<file path="config.mk">
export PLATFORM = sky130hd
export DESIGN_NAME = adc_spi_responder_flat
export DESIGN_NICKNAME = d
export VERILOG_FILES = /design/src/rtl/adc_spi_pkg.sv /design/src/rtl/adc_spi_responder_if.sv /design/src/rtl/adc_sync_edge.sv /design/src/rtl/adc_spi_responder.sv /design/src/flat_wrapper.sv
export SDC_FILE = /design/constraint.sdc
export NUM_CORES = 1
export LEC_CHECK = 0
export CAP_MARGIN = 20
export CORE_UTILIZATION = 35
export CTS_BUF_LIST = sky130_fd_sc_hd__clkbuf_16
export DETAILED_ROUTE_END_ITERATION = 8
export GPL_TIMING_DRIVEN = 0
export PLACE_DENSITY = 0.67
export SYNTH_ARGS = -nofsm -noshare
export SYNTH_HDL_FRONTEND = slang
export SYNTH_SLANG_ARGS = --single-unit
</file>
<file path="constraint.sdc">
create_clock -name CLOCK -period 2.4 [get_ports CLOCK]
set_input_delay 0.24 -clock CLOCK [delete_from_list [all_inputs] [get_ports CLOCK]]
set_output_delay 0.24 -clock CLOCK [all_outputs]
set_load 0.03 [all_outputs]
</file>
<file path="src/rtl/adc_spi_pkg.sv">
// Shared constants and the config-address to channel mapping for the SPI ADC responder.
package adc_spi_pkg;

  localparam int DEF_DATA_W = 12;
  localparam int DEF_CFG_W  = 6;

  localparam int CFG_SD  = 5;
  localparam int CFG_OS  = 4;
  localparam int CFG_S1  = 3;
  localparam int CFG_S0  = 2;
  localparam int CFG_UNI = 1;
  localparam int CFG_SLP = 0;

  typedef enum logic [0:0] {
    ST_IDLE   = 1'b0,
    ST_ACTIVE = 1'b1
  } state_t;

  // {O/S,S1,S0} address to physical channel: even channels first, then odd.
  function automatic logic [2:0] addr_to_chan(input logic [2:0] addr);
    logic [2:0] chan;
    case (addr)
      3'b000:  chan = 3'd0;
      3'b001:  chan = 3'd2;
      3'b010:  chan = 3'd4;
      3'b011:  chan = 3'd6;
      3'b100:  chan = 3'd1;
      3'b101:  chan = 3'd3;
      3'b110:  chan = 3'd5;
      3'b111:  chan = 3'd7;
      default: chan = 3'd0;
    endcase
    return chan;
  endfunction

endpackage

</file>
<file path="src/rtl/adc_spi_responder_if.sv">
// Serial bus between the joystick controller (master) and the ADC responder (slave).
interface adc_spi_responder_if;
  logic ADC_SCLK;
  logic ADC_CS_N;
  logic ADC_DIN;
  logic ADC_DOUT;

  modport master (output ADC_SCLK, output ADC_CS_N, output ADC_DIN, input ADC_DOUT);
  modport slave  (input ADC_SCLK, input ADC_CS_N, input ADC_DIN, output ADC_DOUT);
endinterface

</file>
<file path="src/rtl/adc_sync_edge.sv">
// Multi-stage synchronizer for one asynchronous pin, with rise/fall pulses from the last stage.
module adc_sync_edge #(
  parameter int   SYNC_STAGES = 2,
  parameter logic RESET_VAL   = 1'b0
) (
  input  logic clk,
  input  logic rst,
  input  logic d,
  output logic level,
  output logic rise,
  output logic fall
);

  logic [SYNC_STAGES-1:0] sync_r;
  logic                   dly_r;

  // Synchronizer chain plus one delay flop used for edge detection.
  always_ff @(posedge clk or posedge rst) begin
    if (rst) begin
      sync_r <= {SYNC_STAGES{RESET_VAL}};
      dly_r  <= RESET_VAL;
    end else begin
      sync_r[0] <= d;
      for (int i = 1; i < SYNC_STAGES; i++) begin
        sync_r[i] <= sync_r[i-1];
      end
      dly_r <= sync_r[SYNC_STAGES-1];
    end
  end

  assign level = sync_r[SYNC_STAGES-1];
  assign rise  = sync_r[SYNC_STAGES-1] & ~dly_r;
  assign fall  = ~sync_r[SYNC_STAGES-1] & dly_r;

endmodule

</file>
<file path="src/rtl/adc_spi_responder.sv">
// ADC-side SPI responder: decodes the 6-bit config word and returns the previous
// frame's conversion MSB first on ADC_DOUT.
module adc_spi_responder
  import adc_spi_pkg::*;
#(
  parameter int DATA_W      = DEF_DATA_W,
  parameter int CFG_W       = DEF_CFG_W,
  parameter int SYNC_STAGES = 2
) (
  input  logic              CLOCK,
  input  logic              RESET,
  adc_spi_responder_if.slave spi,
  input  logic [DATA_W-1:0] CH0,
  input  logic [DATA_W-1:0] CH1,
  input  logic [DATA_W-1:0] CH2,
  input  logic [DATA_W-1:0] CH3,
  input  logic [DATA_W-1:0] CH4,
  input  logic [DATA_W-1:0] CH5,
  input  logic [DATA_W-1:0] CH6,
  input  logic [DATA_W-1:0] CH7,
  output logic              FRAME_DONE,
  output logic              CFG_ERR
);

  localparam int CNT_W = $clog2(CFG_W + 1);

  logic sclk_rise_s, sclk_fall_s, sclk_level_unused;
  logic cs_rise_s, cs_fall_s, cs_level_unused;
  logic din_s, din_rise_unused, din_fall_unused;

  state_t            state_r, state_next_s;
  logic [DATA_W-1:0] sr_r, pending_r, pending_next_s;
  logic [CFG_W-1:0]  cfg_r;
  logic [CNT_W-1:0]  cfg_cnt_r;
  logic              dout_r, frame_done_r, cfg_err_r;
  logic              load_s, cfg_shift_s, sr_shift_s, frame_end_s, err_s;
  logic [2:0]        addr_s;
  logic [1:0]        cfg_mode_unused;
  logic [DATA_W-1:0] ch_s [8];

  adc_sync_edge #(.SYNC_STAGES(SYNC_STAGES), .RESET_VAL(1'b0)) u_sync_sclk (
    .clk(CLOCK), .rst(RESET), .d(spi.ADC_SCLK),
    .level(sclk_level_unused), .rise(sclk_rise_s), .fall(sclk_fall_s)
  );

  adc_sync_edge #(.SYNC_STAGES(SYNC_STAGES), .RESET_VAL(1'b1)) u_sync_cs (
    .clk(CLOCK), .rst(RESET), .d(spi.ADC_CS_N),
    .level(cs_level_unused), .rise(cs_rise_s), .fall(cs_fall_s)
  );

  adc_sync_edge #(.SYNC_STAGES(SYNC_STAGES), .RESET_VAL(1'b0)) u_sync_din (
    .clk(CLOCK), .rst(RESET), .d(spi.ADC_DIN),
    .level(din_s), .rise(din_rise_unused), .fall(din_fall_unused)
  );

  assign ch_s[0] = CH0;
  assign ch_s[1] = CH1;
  assign ch_s[2] = CH2;
  assign ch_s[3] = CH3;
  assign ch_s[4] = CH4;
  assign ch_s[5] = CH5;
  assign ch_s[6] = CH6;
  assign ch_s[7] = CH7;

  assign addr_s          = {cfg_r[CFG_OS], cfg_r[CFG_S1], cfg_r[CFG_S0]};
  // UNI and SLP are accepted on the wire but have no effect on this model.
  assign cfg_mode_unused = {cfg_r[CFG_UNI], cfg_r[CFG_SLP]};

  // Frame state register.
  always_ff @(posedge CLOCK or posedge RESET) begin
    if (RESET) begin
      state_r <= ST_IDLE;
    end else begin
      state_r <= state_next_s;
    end
  end

  // Next-state logic: CS_N fall opens a frame, CS_N rise closes it from any bit.
  always_comb begin
    state_next_s = state_r;
    case (state_r)
      ST_IDLE: begin
        if (cs_fall_s) state_next_s = ST_ACTIVE;
        else           state_next_s = ST_IDLE;
      end
      ST_ACTIVE: begin
        if (cs_rise_s) state_next_s = ST_IDLE;
        else           state_next_s = ST_ACTIVE;
      end
      default: state_next_s = ST_IDLE;
    endcase
  end

  // Per-cycle actions; CS_N rise wins over SCLK edges, and edges in IDLE are dropped.
  always_comb begin
    load_s      = 1'b0;
    cfg_shift_s = 1'b0;
    sr_shift_s  = 1'b0;
    frame_end_s = 1'b0;
    case (state_r)
      ST_IDLE: begin
        load_s = cs_fall_s;
      end
      ST_ACTIVE: begin
        if (cs_rise_s) begin
          frame_end_s = 1'b1;
        end else begin
          cfg_shift_s = sclk_rise_s && (cfg_cnt_r < CNT_W'(CFG_W));
          sr_shift_s  = sclk_fall_s;
        end
      end
      default: begin
        load_s = 1'b0;
      end
    endcase
  end

  // Config evaluation at frame end: short or differential requests flag an error.
  always_comb begin
    pending_next_s = pending_r;
    err_s          = 1'b0;
    if (cfg_cnt_r != CNT_W'(CFG_W)) begin
      err_s          = 1'b1;
      pending_next_s = pending_r;
    end else if (!cfg_r[CFG_SD]) begin
      err_s          = 1'b1;
      pending_next_s = '0;
    end else begin
      err_s          = 1'b0;
      pending_next_s = ch_s[addr_to_chan(addr_s)];
    end
  end

  // Shift registers, pending conversion and registered outputs.
  always_ff @(posedge CLOCK or posedge RESET) begin
    if (RESET) begin
      sr_r         <= '0;
      pending_r    <= '0;
      cfg_r        <= '0;
      cfg_cnt_r    <= '0;
      dout_r       <= 1'b0;
      frame_done_r <= 1'b0;
      cfg_err_r    <= 1'b0;
    end else begin
      frame_done_r <= frame_end_s;
      cfg_err_r    <= frame_end_s & err_s;
      if (load_s) begin
        sr_r      <= pending_r;
        dout_r    <= pending_r[DATA_W-1];
        cfg_r     <= '0;
        cfg_cnt_r <= '0;
      end else if (frame_end_s) begin
        pending_r <= pending_next_s;
        sr_r      <= '0;
        dout_r    <= 1'b0;
      end else begin
        if (cfg_shift_s) begin
          cfg_r     <= {cfg_r[CFG_W-2:0], din_s};
          cfg_cnt_r <= cfg_cnt_r + CNT_W'(1);
        end
        // Zero fill keeps DOUT low once all DATA_W bits have been sent.
        if (sr_shift_s) begin
          sr_r   <= {sr_r[DATA_W-2:0], 1'b0};
          dout_r <= sr_r[DATA_W-2];
        end
      end
    end
  end

  assign spi.ADC_DOUT = dout_r;
  assign FRAME_DONE   = frame_done_r;
  assign CFG_ERR      = cfg_err_r;

endmodule

</file>
<file path="src/flat_wrapper.sv">
// flat-port wrapper written by rule: the top's interface ports become plain ports
module adc_spi_responder_flat import adc_spi_pkg::*;
#(
  parameter int DATA_W      = DEF_DATA_W,
  parameter int CFG_W       = DEF_CFG_W,
  parameter int SYNC_STAGES = 2
)
  (CLOCK, RESET, CH0, CH1, CH2, CH3, CH4, CH5, CH6, CH7, FRAME_DONE, CFG_ERR, spi_ADC_SCLK, spi_ADC_CS_N, spi_ADC_DIN, spi_ADC_DOUT);
  adc_spi_responder_if spi_i ();
  input  logic CLOCK;
  input  logic RESET;
  input  logic [DATA_W-1:0] CH0;
  input  logic [DATA_W-1:0] CH1;
  input  logic [DATA_W-1:0] CH2;
  input  logic [DATA_W-1:0] CH3;
  input  logic [DATA_W-1:0] CH4;
  input  logic [DATA_W-1:0] CH5;
  input  logic [DATA_W-1:0] CH6;
  input  logic [DATA_W-1:0] CH7;
  output logic FRAME_DONE;
  output logic CFG_ERR;
  input wire logic [$bits(spi_i.ADC_SCLK)-1:0] spi_ADC_SCLK;
  input wire logic [$bits(spi_i.ADC_CS_N)-1:0] spi_ADC_CS_N;
  input wire logic [$bits(spi_i.ADC_DIN)-1:0] spi_ADC_DIN;
  output wire logic [$bits(spi_i.ADC_DOUT)-1:0] spi_ADC_DOUT;
  assign spi_i.ADC_SCLK = spi_ADC_SCLK;
  assign spi_i.ADC_CS_N = spi_ADC_CS_N;
  assign spi_i.ADC_DIN = spi_ADC_DIN;
  assign spi_ADC_DOUT = spi_i.ADC_DOUT;
  adc_spi_responder #(.DATA_W(DATA_W), .CFG_W(CFG_W), .SYNC_STAGES(SYNC_STAGES)) u_core (.CLOCK(CLOCK), .RESET(RESET), .spi(spi_i), .CH0(CH0), .CH1(CH1), .CH2(CH2), .CH3(CH3), .CH4(CH4), .CH5(CH5), .CH6(CH6), .CH7(CH7), .FRAME_DONE(FRAME_DONE), .CFG_ERR(CFG_ERR));
endmodule
</file>
==> results by group, run 1 <==
Power
  • Share of power burned in combinational logic: 0.279
  • Switch Pwr: about 650 uW
  • Total Power: about 2500 uW
  • Leakage: 0.00157 uW
  • PD cells: between 600 and 700 nW/um^2
  • Sw Share: 0.263
  • Clock share of power: 0.304
  • Max VDD drop: 0.267 mV
  • P_int: about 1800 uW
  • Part of the power in registers: 0.417

Clock network
  • Clock latency on the worst-skew pair: between 200 and 300 ps
  • H-tree depth: 2
  • Post-CTS sizing: 0
  • Clock transition at path regs: 60 ps
  • Clock sinks: 44
  • Root Buffer: clkbuf_16
  • Post-CTS Hold Buffers: 0
  • Clock buffer depth: 2
  • CTS tree: done
  • Post-CTS Setup Inserts: 0
  • Inserted Clock Buffers: 5

Route
  • Met1 Wirelength: ~2900 um
  • DR WL met2: between 3000 and 4000 um
  • WL per Instance: roughly 16 um
  • Initial drt markers: roughly 110
  • Drt drc: 0
  • Drt pass-1 iters: 4
  • Via count: 2190
  • Final wirelength: 6720 um
  • Antenna Nets Post-Route: 0
  • Vias/cell: 5.07
  • Routed wl met3: roughly 430 um
  • Highest Signal Layer: met4

Final layout
  • Post-layout instance area: 3880 um^2
  • Area of the multi-input gates: 1320 um^2
  • ANT cells: 0
  • Fin nets: around 440
  • Share of layout cells above drive strength 1: 0.217
  • Storage cell area: about 1100 um^2
  • Area grow syn2layout: 52.5%
  • Number of fill cells: 625

Placed design
  • IO Port Bufs: 103
  • Hpwl dp: between 5000 and 6000 um
  • GP Congestion: 0.756
  • Placed cell area: approximately 3700 um^2

Floorplanning
  • Core area: approximately 6900 um^2
  • Chip height: slightly below 90 um
  • Site Rows: 30
  • IO Pins: 104
  • Die area: ~7600 um^2
  • Initial core utilization: 0.368
  • Die width: 87.2 um

Timing
  • Max Clock Freq: about 520 MHz
  • Setup TNS: 0 ps
  • Fin crit period: between 1500 and 2000 ps
  • Final worst-path cycle share: 0.795
  • Min Hold Slack: ~250 ps
  • Final Setup Violations: 0
  • Slew HR: 0.610
  • Layout Skew: approximately 5.5 ps
  • Max-slew violations: 0
  • Worst-Margin Slew: 586 ps
  • Final Hold Viols: 0
  • Unrepaired setup endpoints after global routing: no

Synth
  • Seq/Total Area, Yosys: 0.435
  • Post-synthesis register bit count: 44
  • Most frequent cell after synthesis: dfrtp_1
  • Post-synth top area cell: dfrtp_1
  • Post-synth top flop: dfrtp_1
  • Synth Cell Area: roughly 2500 um^2
  • Syn_nets: 327
  • Top cells by count, synth: dfrtp_1 (41), mux2_2 (33), nand2_1 (22), nor2_1 (14), mux4_2 (12)
  • Top cell type's share of synthesized area: 0.404
  • Syn avg cell area: 11.4 um^2
  • Syn Inst Count: about 220
  • Library cells used by synthesis: 37
  • Synth warn: 0
  • Dominant cells by area after synthesis: dfrtp_1 (40%), mux2_2 (15%), mux4_2 (11%)
  • Async SR Flop Fraction: 1.00
  • Post-synth EDFFs: 0

Worst setup path
  • CP startpoint kind: register
  • Setup crit end kind: register
  • Critical path class: reg2reg
  • Worst EP arrival: ~2100 ps
  • CP required: approximately 2600 ps
  • Worst-path maximum fanout: 10

GRT
  • Initial antenna violation count: 0
  • Largest net degree at the start of global routing: 29
  • Via count of the first global-routing pass: roughly 2300
  • Gr usage total: 0.194
  • First-pass GRT wire length: 11100 um
  • Global route overflow: 0

Min path
  • Hold Path Class: in2async

Outcome
  • Status: completed

Job
  • Max-cap viol count: 0
stage by stage:
step / cells / util / setup slack (ps)
3_3_place_gp: 423 / 0.535 / 255
5_1_grt: 432 / 0.561 / 378
2_1_floorplan: 224 / - / 683
4_1_cts: 432 / 0.561 / 480
3_5_place_dp: 424 / 0.538 / 499
6_report: 432 / 0.561 / 492
metal layers:
metal | vias up | global-route usage
met5 | - | 0
met4 | 0 | 0.0581
li1 | 1051 | -
met1 | 1041 | 0.247
met3 | 9 | 0.0464
met2 | 89 | 0.327
kinds of logic (layout without fill, tap and decap cells):
| kind of cell | after synthesis | in the layout | share of synthesized area |
|---|---|---|---|
| AOI/OAI and AO/OA | 50 | 50 | 0.143 |
| adders and majority gates | 2 | 2 | 0.00984 |
| buffers and inverters | 25 | 137 | 0.0472 |
| DFF | 44 | 44 | 0.435 |
| muxes | 45 | 45 | 0.252 |
| and+or+nand+nor | 58 | 58 | 0.113 |
sequential cells by signal (all words and copies together), names as in the netlist, 2 cells and up:
name	count
u_core.pending_r	12
u_core.u_sync_cs.sync_r	2
u_core.cfg_r	6
u_core.cfg_cnt_r	3
u_core.u_sync_sclk.sync_r	2
u_core.u_sync_din.sync_r	2
u_core.sr_r	11
layout by cell type (no fill, tap or decap), types with 3 or more instances in the layout:
| cell type | Yosys | final |
|---|---|---|
| nand2_1 | 22 | 22 |
| clkdlybuf4s50_1 | 0 | 103 |
| mux4_2 | 12 | 12 |
| nor2b_1 | 3 | 3 |
| dfrtp_1 | 41 | 41 |
| buf_2 | 6 | 6 |
| nor2_1 | 14 | 14 |
| clkbuf_16 | 0 | 5 |
| a22o_1 | 11 | 11 |
| o21ai_1 | 8 | 8 |
| nand3_1 | 9 | 9 |
| inv_1 | 9 | 9 |
| mux2_2 | 33 | 33 |
| o31ai_1 | 11 | 11 |
| o22ai_1 | 11 | 11 |
| clkbuf_1 | 6 | 6 |
| dfstp_2 | 3 | 3 |
area by class of cell:
class	instances	area share
sequential	44	0.285
clock inverter	3	0.0100
tap	96	0.0310
inverter	10	0.00968
clock buffer	5	0.0323
buffer	15	0.0213
timing repair buffer	104	0.271
multi-input combinational	155	0.340
power by group through the flow:
stage / Combinational [uW] / Clock (uW) / Sequential, uW
global placement: 671 / 0 / 1040
CTS: 701 / 767 / 1030
detailed placement: 697 / 0 / 1040
global route: 761 / 812 / 1050
finish: 692 / 754 / 1030
floorplan: 405 / 0 / 1020
path summary, 6_finish.rpt:
kind / startpoint / end / slack (ps) / cells after the start
max in group asynchronous: RESET / u_core.u_sync_cs.sync_r[0] / 1620 / 3
min reg2reg: u_core.u_sync_sclk.sync_r[0] / u_core.u_sync_sclk.sync_r[1] / 350 / 0
min in group CLOCK: u_core.u_sync_sclk.sync_r[0] / u_core.u_sync_sclk.sync_r[1] / 350 / 0
max: u_core.u_sync_cs.sync_r[1] / u_core.sr_r[5] / 490 / 7
min: RESET / u_core.cfg_cnt_r[1] / 250 / 2
max reg2reg: u_core.u_sync_cs.sync_r[1] / u_core.sr_r[5] / 490 / 7
critical path: stages (launching register included):
cell,delay [ps]
dfstp_2,580
nor2b_2,190
nand2_1,100
inv_2,100
nor2_1,60
clkbuf_1,240
a22o_1,250
mux2_2,270
Power figures use the tool's default switching activity.
==> run 2, diff against run 1 <==
==> constraint.sdc (replaced) <==
create_clock -name CLOCK -period 1.8 [get_ports CLOCK]
set_input_delay 0.18 -clock CLOCK [delete_from_list [all_inputs] [get_ports CLOCK]]
set_output_delay 0.18 -clock CLOCK [all_outputs]
set_load 0.03 [all_outputs]
==> results by group, run 2 (same netlist as run 1, synthesis figures left out) <==
Outcome
  • Status: completed

Final layout
  • Area grow syn2layout: 55.6%
  • Biggest register: u_core.pending_r
  • Fin nets: 442 (+0.91%)
  • Most common cell after layout, fill and taps aside: clkdlybuf4s50_1
  • ANT cells: 0 (unchanged)
  • Share of layout cells above drive strength 1: 0.244 (+0.0269)
  • Commonest cells after routing, fill and taps aside: clkdlybuf4s50_1 (103), dfrtp_1 (41), mux2_2 (33), nand2_1 (21), nor2_1 (14)
  • Top flop regs: u_core.pending_r (12), u_core.sr_r (11), u_core.cfg_r (6)
  • Max FFs per register: 12 (unchanged)

Floorplanning
  • Die area: 7610 um^2 (unchanged)
  • Initial core utilization: 0.368 (unchanged)
  • IO Pins: 104 (unchanged)
  • Core area: 6910 um^2 (unchanged)
  • Site Rows: 30 (unchanged)
  • Die width: 87.2 um (unchanged)
  • Chip height: 87.2 um (unchanged)

GRT
  • Largest net degree at the start of global routing: 29 (unchanged)
  • Grt met2 use: 0.329 (+0.00143)
  • Global route overflow: 0 (unchanged)
  • Initial antenna violation count: 0 (unchanged)
  • Gr usage total: 0.194 (+0.000407)
  • M1 GR Usage: 0.247 (unchanged)
  • Via count of the first global-routing pass: 2354 (+0.64%)
  • Layer with the highest usage: met2
  • GR Layer Usage met3: 0.0464 (unchanged)
  • First-pass GRT wire length: 11100 um (+0.32%)

Timing
  • Setup TNS: 0 ps (unchanged)
  • Max Clock Freq: 578 MHz (+10%)
  • Final worst-path cycle share: 0.961 (+0.166)
  • Final Setup Violations: 0 (unchanged)
  • Slew HR: 0.702 (+0.0929)
  • Fin crit period: 1730 ps (-178 ps)
  • Unrepaired setup endpoints after global routing: yes
  • Worst-Margin Slew: 446 ps (-139 ps)
  • Max-slew violations: 0 (unchanged)
  • Layout Skew: 5.75 ps (+0.251 ps)
  • Final Hold Viols: 0 (unchanged)

Worst setup path
  • Critical path class: reg2reg
  • Slowest-stage cell, CP: dfstp_2
  • R2R Setup Slk: 70 ps (-420 ps)
  • Crit-path cells: nand2b_1 > or2_1 > buf_4 > nand2_4 > buf_6 > mux2_2
  • CP peak stage delay: 600 ps (+20 ps)
  • Worst EP arrival: 1890 ps (-180 ps)
  • Setup crit end kind: register
  • CP required: 1960 ps (-600 ps)
  • Worst-path maximum fanout: 10 (unchanged)
  • CP startpoint kind: register

Route
  • Drt drc: 0 (unchanged)
  • Via count: 2230 (+1.8%)
  • Initial drt markers: 106 (unchanged)
  • Final wirelength: 6820 um (+1.6%)
  • Drt pass-1 iters: 5 (+1)
  • WL per Instance: 15.6 um (+0.63%)
  • Vias/cell: 5.11 (+0.89%)
  • Antenna Nets Post-Route: 0 (unchanged)

Min path
  • Hold Path Class: in2async

Power
  • Leakage: 0.00161 uW (+2.8%)
  • Max VDD drop: 0.349 mV (+31%)
  • Total Power: 3340 uW (+35%)
  • PD cells: 843 nW/um^2 (+32%)

Clock network
  • Clock transition at path regs: 60 ps (about the same)
  • Post-CTS Hold Buffers: 0 (unchanged)
  • Inserted Clock Buffers: 5 (unchanged)
  • H-tree depth: 2 (unchanged)
  • Clock latency on the worst-skew pair: 280 ps (about the same)
  • Clock sinks: 44 (unchanged)
  • Root Buffer: clkbuf_16
  • Clock buffer depth: 2 (unchanged)
  • CTS tree: done

Job
  • Max-cap viol count: 0 (unchanged)

Placed design
  • GP Congestion: 0.756 (unchanged)
  • Hpwl dp: 5410 um (unchanged)
  • IO Port Bufs: 103 (unchanged)
run 2: changes by cell type in the layout (fill, tap and decap cells not counted), moves of 2 or more:
cell	before	now
clkbuf_1	6	2
buf_4	1	5
buf_6	2	5
clkbuf_2	0	2
buf_2	6	4
run 2: worst paths after layout:
kind / start / endpoint / cells after the start
hold reg to reg: u_core.u_sync_sclk.sync_r[0] / u_core.u_sync_sclk.sync_r[1] / 0
min in group CLOCK: spi_ADC_CS_N / u_core.u_sync_cs.sync_r[0] / 1
setup / recovery: u_core.u_sync_cs.dly_r / u_core.sr_r[5] / 6
max in group asynchronous: RESET / u_core.u_sync_cs.sync_r[0] / 3
hold / removal: RESET / u_core.cfg_cnt_r[1] / 2
setup reg to reg: u_core.u_sync_cs.dly_r / u_core.sr_r[5] / 6
run 2: through the flow:
step / setup WS, ps / util / instances / hold slack (ps) / cell area [um^2]
detailed placement: -101 / 0.538 / 424 / 335 / 3710
global placement: -285 / 0.535 / 423 / 334 / 3690
CTS: 1.97 / 0.565 / 433 / 197 / 3900
floorplan: 82.6 / - / 224 / 184 / 2540
finish: 70.6 / 0.573 / 436 / 187 / 3960
global route: -8.61 / 0.573 / 436 / 223 / 3960
run 2: cell type report:
class | instances | area (um^2)
fillers | 617 | 2950
multi-input cells | 155 | 1340
flip-flops and latches | 44 | 1100
repair buffers | 108 | 1080
clock buffers | 5 | 125
well taps | 96 | 120
plain buffers | 15 | 105
clock inverters | 3 | 38.8
inverters | 10 | 37.5
run 2: where the power goes:
part / switching (uW) / total [uW] / internal (uW)
sequential: 158 / 1380 / 1220
combinational: 362 / 951 / 589
clock: 360 / 1010 / 647
run 2: repair_timing:
item	4_1_cts	5_1_grt
setup endpoints to repair	20	22
cloned	0	1
pin swaps	0	1
buffers inserted	1	2
resized for setup	7	15
run 2: worst max-delay path, delay by kind of cell, from the launching register on:
kind                   cells  cell delay (ps)
flip-flops                 1              600
buffers and inverters      2              300
AND/OR/NAND/NOR            3              370
multiplexers               1              330
run 2: routing by layer:
metal  share of wire  up-vias
met5               0        -
met4           0.011        0
met3           0.058        9
met2            0.51       92
met1            0.42     1064
li1                -     1065
==> edit 1 (config.mk and constraints of run 2) <==
The package constant `DEF_DATA_W` goes from 12 to 24.
--- a/src/rtl/adc_spi_pkg.sv
+++ b/src/rtl/adc_spi_pkg.sv
@@ -3,3 +3,3 @@
 
-  localparam int DEF_DATA_W = 12;
+  localparam int DEF_DATA_W = 24;
   localparam int DEF_CFG_W  = 6;
Ports: changed (8 resized); port bits go from 104 to 200. No check against the original RTL was run, so the function may have changed too.
==> edit 1 against run 2 <==
- sequential power increased by 55%
- count of clock-buffer cells in the layout increased by 4
- wire length increased by 110%
- setup slack got worse by 12 ps
- sequential share of layout area decreased by 3.7 points
- worst hold slack improved by 62 ps
- total power increased by 69%
- sequential cell count increased by 24
- area after synthesis increased by 75%
- cell area increased by 78%
- global-route usage increased by 2.7 points
==> edit 1: results (changes against run 2) <==
multi_input_area_share: 0.366  # +0.0268
holdWs_ps: 250  # +62.3 ps
p_leak_nw: 2.85  # +77%
wl_met2_um: 7310  # +110%
grt_start_max_net_pins: 42  # +45%
dpl_worst_slack_ps: -85.6  # +15.9 ps
outcome: "complete, no violations"
drive_gt1_frac: 0.215  # -0.0290
syn_avg_cell_area_sq_um: 11.9  # +4.8%
routed_via_density: 5.25  # +2.5%
multi_input_comb_cells: 271  # +75%
post_dp_cell_area_sq_um: 6690  # +80%
hold_class: "input port to flop"
synthTopCellsByCount: "65 x dfrtp_1, 39 x nand2_1, 27 x mux2_2"
r2r_cells: 5  # -1
insertedDiodeCount: 0  # unchanged
seq-cell-share: 0.242  # -0.0368
insertion_delay_ps: 330  # +50 ps
nFillCells: 1057  # +71%
route.met3.wl_um: 1000  # +150%
cts_buffers: 9  # +4
finalClockSkew_ps: 6.89  # +1.14 ps
reg.largest.list: "u_core.pending_r: 24 flops, u_core.sr_r: 23 flops, u_core.cfg_r: 6 flops"
gr-usage-met3: 0.0480  # +0.00152
crit_end: "u_core.sr_r[14]$_DFFE_PP0P_"
firstDrtPassIters: 6  # +1
wl_met1_um: 5720  # +99%
maxSlewHeadroom: 0.572  # -0.131
combPwrFrac: 0.323  # +0.038
port_buffers: 199  # +93%
buffer_area_frac: 0.319  # +0.0185
dp_hpwl_um: 11500  # +110%
routed_wl_um: 14200  # +110%
rows: 40  # +33%
pg_seq_w: 0.00214  # +55%
cp_data_arrival_time_ps: 1960  # +70 ps
drt-initial-drc-count: 146  # +38%
gp_congestion: 0.789  # +4.4%
buffers: 235  # +91%
grt_util_met1: 0.273  # +0.0260
inv_count: 5  # -5
grt_usage: 0.221  # +0.0268
yosysSeqAreaShare: 0.382  # -0.0523
synth-seq-cells: 68  # +55%
cpPeakStageDelay_ps: 580  # -20 ps
htreeDepth: 3  # +1
syn_nets: 574  # +76%
layout.cells.non_filler: 763  # +75%
fin_nets: 789  # +79%
multi_input_area_sq_um: 2570  # +92%
[edit 1: cell count changes in the layout (fill, tap and decap cells not counted), sizes merged, moves of 12 or more]
cell           delta
o22ai            +12
nand2            +16
dfrtp            +24
buf              +13
mux4             +12
clkdlybuf4s50    +96
mux2             +36
a22o             +12
nor2b            +18
[edit 1: cell families after synthesis]
group / share of synthesized area
simple gates: 0.106
fa+ha+maj: 0.00561
buf+inv: 0.0477
mux: 0.312
compound gates: 0.142
xor+xnor: 0.00393
flops: 0.382
[edit 1: worst reg2reg max path, cell delays in order (launching register included)]
cell and delay (ps):
dfstp_2 580, and2b_2 280, a21oi_2 180, o21ai_4 100, buf_6 170, mux2_4 310
[edit 1: timing repair]
| action | 4_1_cts | 5_1_grt |
|---|---|---|
| setup buffers | 4 | 0 |
| endpoints found under the setup margin | 36 | 28 |
| gates cloned | 0 | 0 |
| gates resized for setup | 4 | 12 |
| pin swaps | 1 | 0 |
| hold endpoints to repair | 0 | 0 |
==> edit 2 (flow settings as in run 2) <==
Made on the original files. Reset style: synchronous (`RESET` and `rst`), changed in 3 clocked blocks. Comments in the files are not updated.
--- a/src/rtl/adc_sync_edge.sv
+++ b/src/rtl/adc_sync_edge.sv
@@ -17,3 +17,3 @@
   // Synchronizer chain plus one delay flop used for edge detection.
-  always_ff @(posedge clk or posedge rst) begin
+  always_ff @(posedge clk) begin
     if (rst) begin
--- a/src/rtl/adc_spi_responder.sv
+++ b/src/rtl/adc_spi_responder.sv
@@ -69,3 +69,3 @@
   // Frame state register.
-  always_ff @(posedge CLOCK or posedge RESET) begin
+  always_ff @(posedge CLOCK) begin
     if (RESET) begin
@@ -134,3 +134,3 @@
   // Shift registers, pending conversion and registered outputs.
-  always_ff @(posedge CLOCK or posedge RESET) begin
+  always_ff @(posedge CLOCK) begin
     if (RESET) begin
Behaviour: differs if RESET is asserted again (counterexample within 10 cycles, from zero or initial values and one cycle with RESET high); with RESET held inactive, the same outputs for 10 cycles.
==> edit 2 against run 2 <==
- first-iteration DRC count rose by 11%
- critical path type unchanged
- wire length fell by 2.4%
- sequential cell count grew 3
- cell area decreased by 0.13%
- utilization shrank 2.8 points
- setup slack better by 3.5 ps
- die area is 3.2% higher
- critical endpoint is now u_core.pending_r[9]$_SDFFE_PP0P_
- synthesized cell count up 7.1%
- largest cell class unchanged
- worst hold slack gained 240 ps
- area after synthesis up 3.2%
Power is not compared: it rests on default switching activity, and its combinational part moved more than twofold at a synthesized area within 25%.
==> edit 2: results (changes against run 2) <==
synth_adder_area_share: 0.00953  # -0.000310
firstDrtPassIters: 4  # -1
syn_nets: 343  # +4.9%
dp_hpwl_um: 5350  # -1.1%
synth-xor-area-share: 0.00667  # +0.00667
outcome: "complete, no violations"
finalClockSkew_ps: 4.09  # -1.67 ps
routed_wl_um: 6650  # -2.4%
synth_mux_area_frac: 0.229  # -0.0237
cp_data_arrival_time_ps: 1910  # +20 ps
maxSlewHeadroom: 0.612  # -0.0903
netlist_instances: 240  # +7.1%
vias: 2356  # +5.7%
gp_congestion: 0.776  # +2.7%
yosysSeqAreaShare: 0.358  # -0.0761
dpl_worst_slack_ps: -150  # -48.8 ps
grt_usage: 0.180  # -0.0142
post-place-cells: 442  # +4.2%
synthTopCellsByCount: "47 x dfxtp_1, 24 x mux4_2, 13 x a21oi_1, 13 x nand3_1, 13 x nor2_1"
drive_gt1_frac: 0.165  # -0.0793
wl_per_cell_um: 14.8  # -5.7%
grt_pass1_vias: 2322  # -1.4%
fin_nets: 454  # +2.7%
timing.fmax_mhz: 579  # +0.20%
clock_path_buffers: 2  # unchanged
hold_class: "flop to flop"
reg.largest.list: "u_core.pending_r: 12 flops, u_core.sr_r: 11 flops, u_core.cfg_r: 6 flops"
yosys-top-cells-area: "dfxtp_1 36%, mux4_2 21%, a221o_1 4.2%"
holdWs_ps: 425  # +238 ps
synth-compound-area-share: 0.181  # +0.0379
drt-initial-drc-count: 118  # +11%
==> edit 2: final timing paths <==
check	endpoint	cells after the start
hold / removal	u_core.u_sync_cs.sync_r[1]$_SDFF_PP1_	1
hold reg to reg	u_core.u_sync_cs.sync_r[1]$_SDFF_PP1_	1
setup / recovery	u_core.pending_r[9]$_SDFFE_PP0P_	5
setup reg to reg	u_core.pending_r[9]$_SDFFE_PP0P_	5
==> edit 2: cells by family after synthesis <==
kind of cell | count (synthesis)
buffers and inverters | 25
XOR/XNOR | 2
multiplexers | 30
flip-flops | 47
AND/OR/NAND/NOR | 70
adder cells (fa/ha/maj) | 2
AO/OA/AOI/OAI | 64
==> edit 2: per-stage QoR <==
step	instance area, sq um	util
2_1_floorplan	2630	-
6_report	3950	0.545
3_5_place_dp	3780	0.521
4_1_cts	3920	0.540
5_1_grt	3950	0.545
3_3_place_gp	3780	0.521
==> edit 2: metal layers <==
layer  routed length, um  share of wire  track usage
met1                2880           0.43        0.241
met2                3260           0.49        0.296
met3                 430          0.065       0.0382
met4                  76          0.011       0.0484
met5                   0              0            0
==> edit 2: layout make-up <==
class | instances | area, sq um
clock buffers | 5 | 125
repair buffers | 104 | 1050
plain buffers | 23 | 139
inverters | 2 | 7.51
fillers | 638 | 3300
multi-input cells | 168 | 1550
flip-flops and latches | 47 | 942
well taps | 99 | 124
clock inverters | 3 | 11.3
==> edit 2: critical path, stage by stage (launching register included) <==
cell	delay, ps
dfxtp_1	300
clkbuf_1	230
buf_2	330
mux4_2	350
a22o_1	250
a21o_1	150
==> edit 2: timing repair <==
| item | 4_1_cts | 5_1_grt |
|---|---|---|
| buffers inserted | 0 | 1 |
| gates resized for setup | 0 | 11 |
| endpoints found under the setup margin | 0 | 27 |
